==> config.mk <==
export PLATFORM = sky130hd
export DESIGN_NAME = uart_rx_os
export DESIGN_NICKNAME = d
export VERILOG_FILES = /design/src/rtl/uart_pkg.sv /design/src/rtl/uart_rx_fifo.sv /design/src/rtl/uart_rx_os.sv
export SDC_FILE = /design/constraint.sdc
export NUM_CORES = 1
export LEC_CHECK = 0
export ABC_AREA = 1
export BUFFER_PORTS_ARGS = -buffer_cell sky130_fd_sc_hd__buf_2
export CAP_MARGIN = 15
export CORE_ASPECT_RATIO = 0.6
export CORE_MARGIN = 2
export CORE_UTILIZATION = 50
export DETAILED_ROUTE_END_ITERATION = 10
export PLACE_DENSITY = 0.7
export SETUP_SLACK_MARGIN = 0.15
export SLEW_MARGIN = 10
export SYNTH_ARGS = -nofsm -noshare
export SYNTH_HDL_FRONTEND = slang
export SYNTH_SLANG_ARGS = --single-unit
==> constraint.sdc <==
create_clock -name clock -period 2.4 [get_ports clock]
set_clock_uncertainty 0.05 [all_clocks]
set_input_delay 0.24 -clock clock [delete_from_list [all_inputs] [get_ports clock]]
set_output_delay 0.24 -clock clock [all_outputs]
set_load 0.005 [all_outputs]
==> src/rtl/uart_pkg.sv <==
// Shared types and helpers for the oversampling UART receive path.
package uart_pkg;

  typedef enum logic [2:0] {
    S_IDLE,
    S_START,
    S_DATA,
    S_PARITY,
    S_STOP
  } rx_state_t;

  localparam int unsigned PARITY_NONE = 0;
  localparam int unsigned PARITY_EVEN = 1;
  localparam int unsigned PARITY_ODD  = 2;

  // Clocks per oversampling tick, truncated; never below one so the tick still fires.
  function automatic int unsigned DIV(input int unsigned clk_rate,
                                      input int unsigned baud_rate,
                                      input int unsigned oversample);
    int unsigned d;
    d = clk_rate / (baud_rate * oversample);
    return (d == 0) ? 1 : d;
  endfunction

endpackage

==> src/rtl/uart_rx_fifo.sv <==
// Synchronous show-ahead FIFO; head word is presented while non-empty, zero when empty.
module uart_rx_fifo #(
  parameter int unsigned WIDTH = 8,
  parameter int unsigned DEPTH = 4
) (
  input  logic             clock,
  input  logic             rst,
  input  logic             push,
  input  logic [WIDTH-1:0] din,
  output logic             full,
  input  logic             pop,
  output logic [WIDTH-1:0] dout,
  output logic             empty
);

  localparam int unsigned AW = $clog2(DEPTH);

  logic [WIDTH-1:0] mem [DEPTH];
  logic [AW-1:0]    wr_ptr;
  logic [AW-1:0]    rd_ptr;
  logic [AW:0]      count;
  logic             do_push;
  logic             do_pop;

  assign empty   = (count == '0);
  assign full    = (count == (AW+1)'(DEPTH));
  assign do_pop  = pop && !empty;
  // A pop in the same cycle frees the slot, so a push while full still lands.
  assign do_push = push && (!full || do_pop);
  assign dout    = empty ? '0 : mem[rd_ptr];

  always_ff @(posedge clock) begin
    if (rst) begin
      wr_ptr <= '0;
      rd_ptr <= '0;
      count  <= '0;
    end else begin
      if (do_push) wr_ptr <= wr_ptr + 1'b1;
      if (do_pop)  rd_ptr <= rd_ptr + 1'b1;
      case ({do_push, do_pop})
        2'b10:   count <= count + 1'b1;
        2'b01:   count <= count - 1'b1;
        default: ;
      endcase
    end
  end

  always_ff @(posedge clock) begin
    if (do_push) mem[wr_ptr] <= din;
  end

endmodule

==> src/rtl/uart_rx_os.sv <==
// Oversampling UART receiver: synchronizer, tick generator, 3-sample voter and frame FSM
// feeding a small FIFO of {frame_err, parity_err, data} words.
module uart_rx_os
  import uart_pkg::*;
#(
  parameter int unsigned CLK_RATE    = 100000000,
  parameter int unsigned BAUD_RATE   = 115200,
  parameter int unsigned WORD_WIDTH  = 8,
  parameter int unsigned PARITY_MODE = 0,
  parameter int unsigned STOP_BITS   = 1,
  parameter int unsigned OVERSAMPLE  = 16,
  parameter int unsigned FIFO_DEPTH  = 4
) (
  input  logic                  clock,
  input  logic                  rst,
  input  logic                  rx_in,
  output logic [WORD_WIDTH-1:0] rx_data_out,
  output logic                  rx_valid,
  input  logic                  rx_ready,
  output logic                  rx_parity_err,
  output logic                  rx_frame_err,
  output logic                  rx_overrun,
  output logic                  rx_busy
);

  localparam int unsigned DIVISOR = DIV(CLK_RATE, BAUD_RATE, OVERSAMPLE);
  localparam int unsigned DW      = (DIVISOR > 1) ? $clog2(DIVISOR) : 1;
  localparam int unsigned SW      = $clog2(OVERSAMPLE);
  localparam int unsigned BW      = $clog2(WORD_WIDTH);
  localparam int unsigned MID     = OVERSAMPLE / 2;
  localparam int unsigned EW      = WORD_WIDTH + 2;

  rx_state_t state, state_next;

  logic                  sync1, sync2, rx;
  logic [DW-1:0]         div_cnt;
  logic                  tick;
  logic [SW-1:0]         s_cnt;
  logic                  samp_a, samp_b, vote, vote_at, bit_end;
  logic [WORD_WIDTH-1:0] shift;
  logic [BW-1:0]         bit_idx;
  logic                  stop_idx, last_stop;
  logic                  par_err, frm_err, frame_now, parity_exp;
  logic                  armed;
  logic [SW-1:0]         hi_cnt;
  logic                  start_go, push, full, empty, pop_fire, drop;
  logic [EW-1:0]         head;

  always_ff @(posedge clock) begin
    if (rst) begin
      sync1 <= 1'b1;
      sync2 <= 1'b1;
    end else begin
      sync1 <= rx_in;
      sync2 <= sync1;
    end
  end
  assign rx = sync2;

  assign tick = (div_cnt == DW'(DIVISOR - 1));

  always_ff @(posedge clock) begin
    if (rst || start_go || tick) div_cnt <= '0;
    else                         div_cnt <= div_cnt + 1'b1;
  end

  always_ff @(posedge clock) begin
    if (rst || start_go)  s_cnt <= '0;
    else if (tick)        s_cnt <= (s_cnt == SW'(OVERSAMPLE - 1)) ? '0 : s_cnt + 1'b1;
  end

  always_ff @(posedge clock) begin
    if (rst) begin
      samp_a <= 1'b1;
      samp_b <= 1'b1;
    end else begin
      if (tick && s_cnt == SW'(MID - 1)) samp_a <= rx;
      if (tick && s_cnt == SW'(MID))     samp_b <= rx;
    end
  end

  // The third sample is the live line at tick M+1, so the vote resolves on that tick.
  assign vote       = (samp_a & samp_b) | (samp_a & rx) | (samp_b & rx);
  assign vote_at    = tick && (s_cnt == SW'(MID + 1));
  assign bit_end    = tick && (s_cnt == SW'(OVERSAMPLE - 1));
  assign last_stop  = (STOP_BITS == 1) || stop_idx;
  assign parity_exp = (PARITY_MODE == PARITY_ODD) ? ~^shift : ^shift;
  assign frame_now  = frm_err | ~vote;

  always_ff @(posedge clock) begin
    if (rst) state <= S_IDLE;
    else     state <= state_next;
  end

  always_comb begin
    state_next = state;
    unique case (state)
      S_IDLE:   if (armed && !rx) state_next = S_START;
      S_START:  if (vote_at && vote) state_next = S_IDLE;
                else if (bit_end)    state_next = S_DATA;
      S_DATA:   if (bit_end && bit_idx == BW'(WORD_WIDTH - 1))
                  state_next = (PARITY_MODE != PARITY_NONE) ? S_PARITY : S_STOP;
      S_PARITY: if (bit_end) state_next = S_STOP;
      S_STOP:   if (vote_at && last_stop) state_next = S_IDLE;
      default:  state_next = S_IDLE;
    endcase
  end

  always_comb begin
    start_go = 1'b0;
    push     = 1'b0;
    rx_busy  = (state != S_IDLE);
    case (state)
      S_IDLE:  start_go = armed && !rx;
      S_STOP:  push     = vote_at && last_stop;
      default: ;
    endcase
  end

  always_ff @(posedge clock) begin
    if (rst) begin
      shift    <= '0;
      bit_idx  <= '0;
      stop_idx <= 1'b0;
      par_err  <= 1'b0;
      frm_err  <= 1'b0;
    end else begin
      if (start_go) begin
        bit_idx  <= '0;
        stop_idx <= 1'b0;
        par_err  <= 1'b0;
        frm_err  <= 1'b0;
      end
      if (state == S_DATA && vote_at)   shift   <= {vote, shift[WORD_WIDTH-1:1]};
      if (state == S_DATA && bit_end)   bit_idx <= bit_idx + 1'b1;
      if (state == S_PARITY && vote_at) par_err <= vote ^ parity_exp;
      if (state == S_STOP && vote_at && !vote) frm_err <= 1'b1;
      if (state == S_STOP && bit_end)   stop_idx <= 1'b1;
    end
  end

  // After a framing error the line must idle high for a full bit of ticks before re-arming.
  always_ff @(posedge clock) begin
    if (rst) begin
      armed  <= 1'b1;
      hi_cnt <= '0;
    end else begin
      if (!rx || armed) hi_cnt <= '0;
      else if (tick)    hi_cnt <= hi_cnt + 1'b1;
      if (push && frame_now)
        armed <= 1'b0;
      else if (!armed && rx && tick && hi_cnt == SW'(OVERSAMPLE - 1))
        armed <= 1'b1;
    end
  end

  assign pop_fire = rx_valid && rx_ready;
  assign drop     = push && full && !pop_fire;

  always_ff @(posedge clock) begin
    if (rst)           rx_overrun <= 1'b0;
    else if (drop)     rx_overrun <= 1'b1;
    else if (pop_fire) rx_overrun <= 1'b0;
  end

  uart_rx_fifo #(
    .WIDTH (EW),
    .DEPTH (FIFO_DEPTH)
  ) fifo (
    .clock (clock),
    .rst   (rst),
    .push  (push),
    .din   ({frame_now, par_err, shift}),
    .full  (full),
    .pop   (rx_ready),
    .dout  (head),
    .empty (empty)
  );

  assign rx_valid      = !empty;
  assign rx_data_out   = head[WORD_WIDTH-1:0];
  assign rx_parity_err = head[WORD_WIDTH];
  assign rx_frame_err  = head[WORD_WIDTH+1];

endmodule

# Word-level counts from Yosys, hierarchy flattened
# Memories as Yosys holds them, arrays and structs flattened. A register that Yosys moved wholly into a read port is not among the register bits.
# Index checks and enable logic that the tools add are counted.
# word_totals
mem_bits_rw	40
input_bits	4
mem_count	1
ff_bits	43
wordCells	120
# mem_list
name	words	width	rd	rd_clocked_by_memory_dff	wr	line	source
fifo.mem	4	10	1	1	1	uart_rx_fifo.sv:18	logic [WIDTH-1:0] mem [DEPTH];
# classes
n_mux	25
addsub	8
n_reduce_logical	42
n_eq_ne	19
bitwise	8
# op_table
cell	count
3-bit 2-to-1 mux	8
1-bit logical AND	20
4-bit == test (second input constant)	4
3-bit case mux with 5 select lines	1
2-bit nonzero test	6
1-bit 2-to-1 mux	11
10-bit 2-to-1 mux	1
3-bit == test (second input constant)	3
4-bit by 1-bit adder with 4-bit output (second input constant)	2
2-bit != test (second input constant)	4
8-bit parity	1
3-bit by 1-bit adder with 3-bit output (second input constant)	2
6-bit by 1-bit adder with 6-bit output (second input constant)	1
3-bit by 2-bit == test with 1-bit output (second input constant)	2
6-bit == test (second input constant)	1
1-bit logical NOT	6
3-bit logical NOT	2
3-bit case mux with 2 select lines	1
5-bit AND reduction	1
2-bit by 1-bit adder with 2-bit output (second input constant)	2
4-bit by 3-bit == test with 1-bit output (second input constant)	1
1-bit logical OR	4
2-bit 2-to-1 mux	2
4-bit 2-to-1 mux	1
11 further kinds	15

# Logic depth before layout (Yosys ltp)
# logic_depth
depth_word	7
ltp_mapped	14
mapped_depth_nobuf	14

# Cells and area by module
# A second synthesis with hierarchy kept.
# hier_totals
hier_cells	434
area_unflattened_um2	3931.3
# by_module_without_submodules
module	seq_area_each_um2	cells_per_inst	area_per_inst_um2	n_inst
uart_rx_fifo	1381.3	192	2097.0	1
uart_rx_os	720.7	242	1834.3	1

# Worst setup path after synthesis
# Ideal clock, no wire load.
# synth_path
path_type	flip-flop to flip-flop
startpoint	register div_cnt[1]
endpoint	register fifo.count[2]
required_time_ps	2228
synth_period_minus_slack_ps	2224
arrival_ps	2051
setup_time_ps	122
stages_incl_launch_ff	15
path_slack_ps	176
cell_sequence	dfxtp_1 -> inv_1 -> ha_1 -> nand3_2 -> nor2_8 -> nand3_1 -> clkinv_1 -> o21ai_4 -> ha_1 -> inv_1 -> fa_1 -> a21oi_1 -> o21ai_0 -> o21ai_0 -> a21oi_1
# synth_between
elab_chain_len	6
elab_cells_between_ends	8
# synth_lines
element	line	source
start, declared	uart_rx_os.sv:36	logic [DW-1:0] div_cnt;
start signal, assigned	uart_rx_os.sv:64	else div_cnt <= div_cnt + 1'b1;
6-bit == test *	uart_rx_os.sv:60	assign tick = (div_cnt == DW'(DIVISOR - 1));
1-bit logical AND *	uart_rx_os.sv:84	assign vote_at = tick && (s_cnt == SW'(MID + 1));
1-bit 2-to-1 mux *	uart_rx_os.sv:113	case (state)
1-bit logical AND *	uart_rx_fifo.sv:29	assign do_push = push && (!full || do_pop);
2-bit by 1-bit == test with 1-bit output or 2-bit == test (tied branches)	uart_rx_fifo.sv:40	case ({do_push, do_pop})
3-bit case mux with 2 select lines or 2-bit nonzero test (tied branches)	--	
end signal, assigned	uart_rx_fifo.sv:41	2'b10: count <= count + 1'b1;
end signal, assigned	uart_rx_fifo.sv:42	2'b01: count <= count - 1'b1;
end, declared	uart_rx_fifo.sv:21	logic [AW:0] count;
# Mark *: on every way between the ends. The rest lies on a longest branch, timed or not.
# A chain may end at the register's enable or synchronous reset.

# Worst setup path in the final report
# layout_path
startpoint	register s_cnt[1]
endpoint	register fifo.count[2]
# layout_between
elab_chain_len	6
elab_cells_between_ends	8
# layout_lines
element	line	source
start, declared	uart_rx_os.sv:38	logic [SW-1:0] s_cnt;
start signal, assigned	uart_rx_os.sv:69	else if (tick) s_cnt <= (s_cnt == SW'(OVERSAMPLE - 1)) ? '0 : s_cnt + 1'b1;
4-bit == test *	uart_rx_os.sv:84	
1-bit logical AND *	uart_rx_os.sv:84	
1-bit 2-to-1 mux *	uart_rx_os.sv:113	
1-bit logical AND *	uart_rx_fifo.sv:29	
2-bit by 1-bit == test with 1-bit output or 2-bit == test (tied branches)	uart_rx_fifo.sv:40	
3-bit case mux with 2 select lines or 2-bit nonzero test (tied branches)	--	
# Marked as above.

==> out/metrics.csv <==
metric,value,unit
worstSetupPathType,flop to flop,
p_sw,846.2,µW
synth_cell_types,35,
num_antenna_cells,0,
grt_overflow,0,
intPower,2.623,mW
crit_fanout,5,
dp_hpwl,5.164,mm
hold_class,input pin to flop,
cap_violations,0,
cts.path.max_buffers,2,
ff2ff_path_depth,14,
r2r-start,s_cnt[1],
min_from,rx_in,
area_growth,15.62,%
drive_gt1_frac,0.1625,
drt_first_pass_iters,5,
final.min_clock_period,2.149,ns
first_global_vias,2548,
track_usage,0.2017,
netlist_instances,403,
nFillCells,628,
pwr-share-seq,0.457,
crit_required,2.57,ns
finalWeightedCongestion,0.7887,
root_buffer,clkbuf_16,
slowest_delay,0.34,ns
syn_avg_cell_area,9.339,µm²
synth_top_area_share,0.3191,
die_y,71.21,µm
grt_pass1_wl,12.48,mm
synth_commonest_cells,"nor2_1 (64), dfxtp_1 (45), inv_1 (43)",
crit_chain,inv_1 > ha_1 > inv_1 > nor2_4 > nand3_2 > clkinv_2 > o21ai_4 > ha_1 > inv_1 > fa_2 > a21oi_1 > o21ai_0 > o21ai_1 > a21oi_1,
clk_latency,0.34,ns
critPathSlowestCell,fa_2,
syn_area,3764,µm²
p_sw_frac,0.2439,
dr_total_vias,2735,
ctsHoldBuffers,0,
htreeDepth,3,
initial_core_util,0.5179,
worstSetupEndpointType,flop,
ys.flop_type,dfxtp_1,
min_to,sync1,
cpMostUsedCell,inv_1,
wl,7.431,mm
r2r_slack,0.25,ns
syn-num-nets,421,
synthArstFlopShare,0,
p_clk_frac,0.417,
drc,0,
ys_top_cells_by_area,"edfxtp_1 (32%), dfxtp_1 (24%), nor2_1 (6.4%), a21oi_1 (5.2%), o21ai_0 (5.1%)",
finalSetupTns,0,ns
fin_nets,450,
rsz0062_at_grt,yes,
fmax,465.3,MHz
clkTransAtPathRegs,0.06,ns
synth.most_common_cell,nor2_1,
finalNonFillerCells,541,
ios,17,
rows,24,
die_area,8260,µm²
ys_seq_area_frac,0.5585,
ys_ff_latch,85,
clock_sinks,85,
antenna_found_initial,0,
synth-edff-count,40,
viasPerCell,5.055,
finalMaxSlewViolations,0,
cts_made_buffers,9,
combPwrFrac,0.126,
setup_viol,0,
ant_nets,0,
io_buffers,16,
slew_headroom,0.6281,
r2r_end,fifo.count[2],
critPathArrivalTime,2.32,ns
max_slew.worst_pin.slew,0.5573,ns
drt_iter0_markers,194,
cts_tree,done,
dp_cells,525,
hold_viol,0,
cp-start-kind,flop,
die_x,116.0,µm
min_path_cells,2,
leakagePower,1.776,nW
period_share,0.8955,
coreArea,7267,µm²
routedWlPerCell,13.74,µm
p_per_area,797.2,nW/µm²
status,completed,
yosysTopAreaCell,edfxtp_1,
ys.warnings.count,0,
grt_max_degree,21,
ir_drop,476.1,µV
state kept, by name (all words and copies together) (netlist names), named ones only:
| register | cells |
|---|---|
| s_cnt | 4 |
| rx | 1 |
| shift | 8 |
| frm_err | 1 |
| bit_idx | 3 |
| samp_b | 1 |
| hi_cnt | 4 |
| armed | 1 |
| div_cnt | 6 |
| samp_a | 1 |
| rx_overrun | 1 |
| par_err | 1 |
| fifo.count | 3 |
| fifo.mem | 40 |
| fifo.wr_ptr | 2 |
| state | 3 |
| fifo.rd_ptr | 2 |
| sync1 | 1 |
per-layer routing:
layer	wire length (µm)	share of wire	up-vias	track usage
met5	0	0	-	0
met4	108	0.015	0	0.08201
met3	534	0.072	10	0.05141
met2	3216	0.43	70	0.2794
met1	3573	0.48	1252	0.3012
li1	-	-	1403	-
cell type report:
cell class	instances	area (µm²)	share of cell area
inverters	49	185.2	0.04255
clock buffers	10	239.0	0.05492
clock inverters	6	76.32	0.01754
well taps	104	130.1	0.02990
repair buffers	29	177.7	0.04083
multi-input cells	258	1440	0.3309
flip-flops and latches	85	2103	0.4833
worst max path at each step:
| stage | from | to | slack [ns] | depth (start not counted) |
|---|---|---|---|---|
| after floorplan | div_cnt[1] | fifo.count[2] | 0.18 | 14 |
| after global placement | s_cnt[1] | fifo.count[2] | 0.18 | 14 |
| after detailed placement | s_cnt[1] | fifo.count[2] | 0.13 | 14 |
| after CTS | s_cnt[1] | fifo.count[2] | 0.16 | 14 |
| after global routing | s_cnt[1] | fifo.count[2] | 0.13 | 14 |
| final | s_cnt[1] | fifo.count[2] | 0.25 | 14 |
kinds of logic (layout without fill, tap and decap cells):
group / Yosys count / count (layout) / synth area share
AOI/OAI and AO/OA: 92 / 92 / 0.1307
xor gates and xnor gates: 8 / 8 / 0.01862
adders and majority gates: 14 / 14 / 0.04854
buffers and inverters: 60 / 94 / 0.06216
DFF: 85 / 85 / 0.5585
and+or+nand+nor: 144 / 144 / 0.1815
power by group through the flow:
stage	logic, mW	clock network, mW	registers, mW
after global placement	0.420	0	1.61
final	0.437	1.45	1.59
after CTS	0.439	1.49	1.58
after global routing	0.494	1.55	1.59
after detailed placement	0.434	0	1.62
after floorplan	0.311	0	1.61
cell usage in the layout (no fill, tap or decap), types with 2 or more instances in the layout:
cell / Yosys / layout
nand4_1: 3 / 3
xor2_1: 3 / 3
inv_2: 4 / 4
o21ai_0: 38 / 37
nor3_2: 2 / 2
or2_2: 3 / 3
nand2_2: 4 / 4
nor3_4: 2 / 2
nor3_1: 4 / 4
ha_1: 13 / 13
nand3_2: 4 / 5
nor2_1: 64 / 64
clkinv_2: 0 / 2
edfxtp_1: 40 / 40
nor3b_1: 2 / 2
nor2_2: 3 / 2
clkinv_1: 2 / 4
xnor2_1: 5 / 5
nand3_1: 13 / 12
nand2_1: 38 / 38
inv_1: 43 / 43
o21ai_1: 9 / 10
dfxtp_1: 45 / 44
a21oi_1: 39 / 39
bufinv_16: 0 / 2
buf_4: 0 / 13
buf_2: 1 / 16
clkbuf_16: 0 / 9
worst max-delay path: cells and delay by family (launching register included):
family	cells	cell delay (ns)
AND/OR/NAND/NOR	2	0.16
buffers and inverters	4	0.32
flip-flops	1	0.33
AO/OA/AOI/OAI	5	0.48
adder cells (fa/ha/maj)	3	0.69
stage by stage:
stage	power, mW	hold WS (ns)	setup WS (ns)	area [µm²]	util
floorplan	1.919	0.2938	0.1765	3764	-
global placement	2.032	0.3448	0.1793	4021	0.5534
detailed placement	2.049	0.3539	0.1253	4021	0.5534
CTS	3.508	0.02513	0.1608	4338	0.5969
global route	3.630	0.04284	0.1301	4352	0.5988
finish	3.469	0.03664	0.2507	4352	0.5988
timing repair:
action,4_1_cts,5_1_grt
setup endpoints to repair,1,2
buffers inserted,0,0
resized for setup,2,4
(Power assumes the default switching activity.)
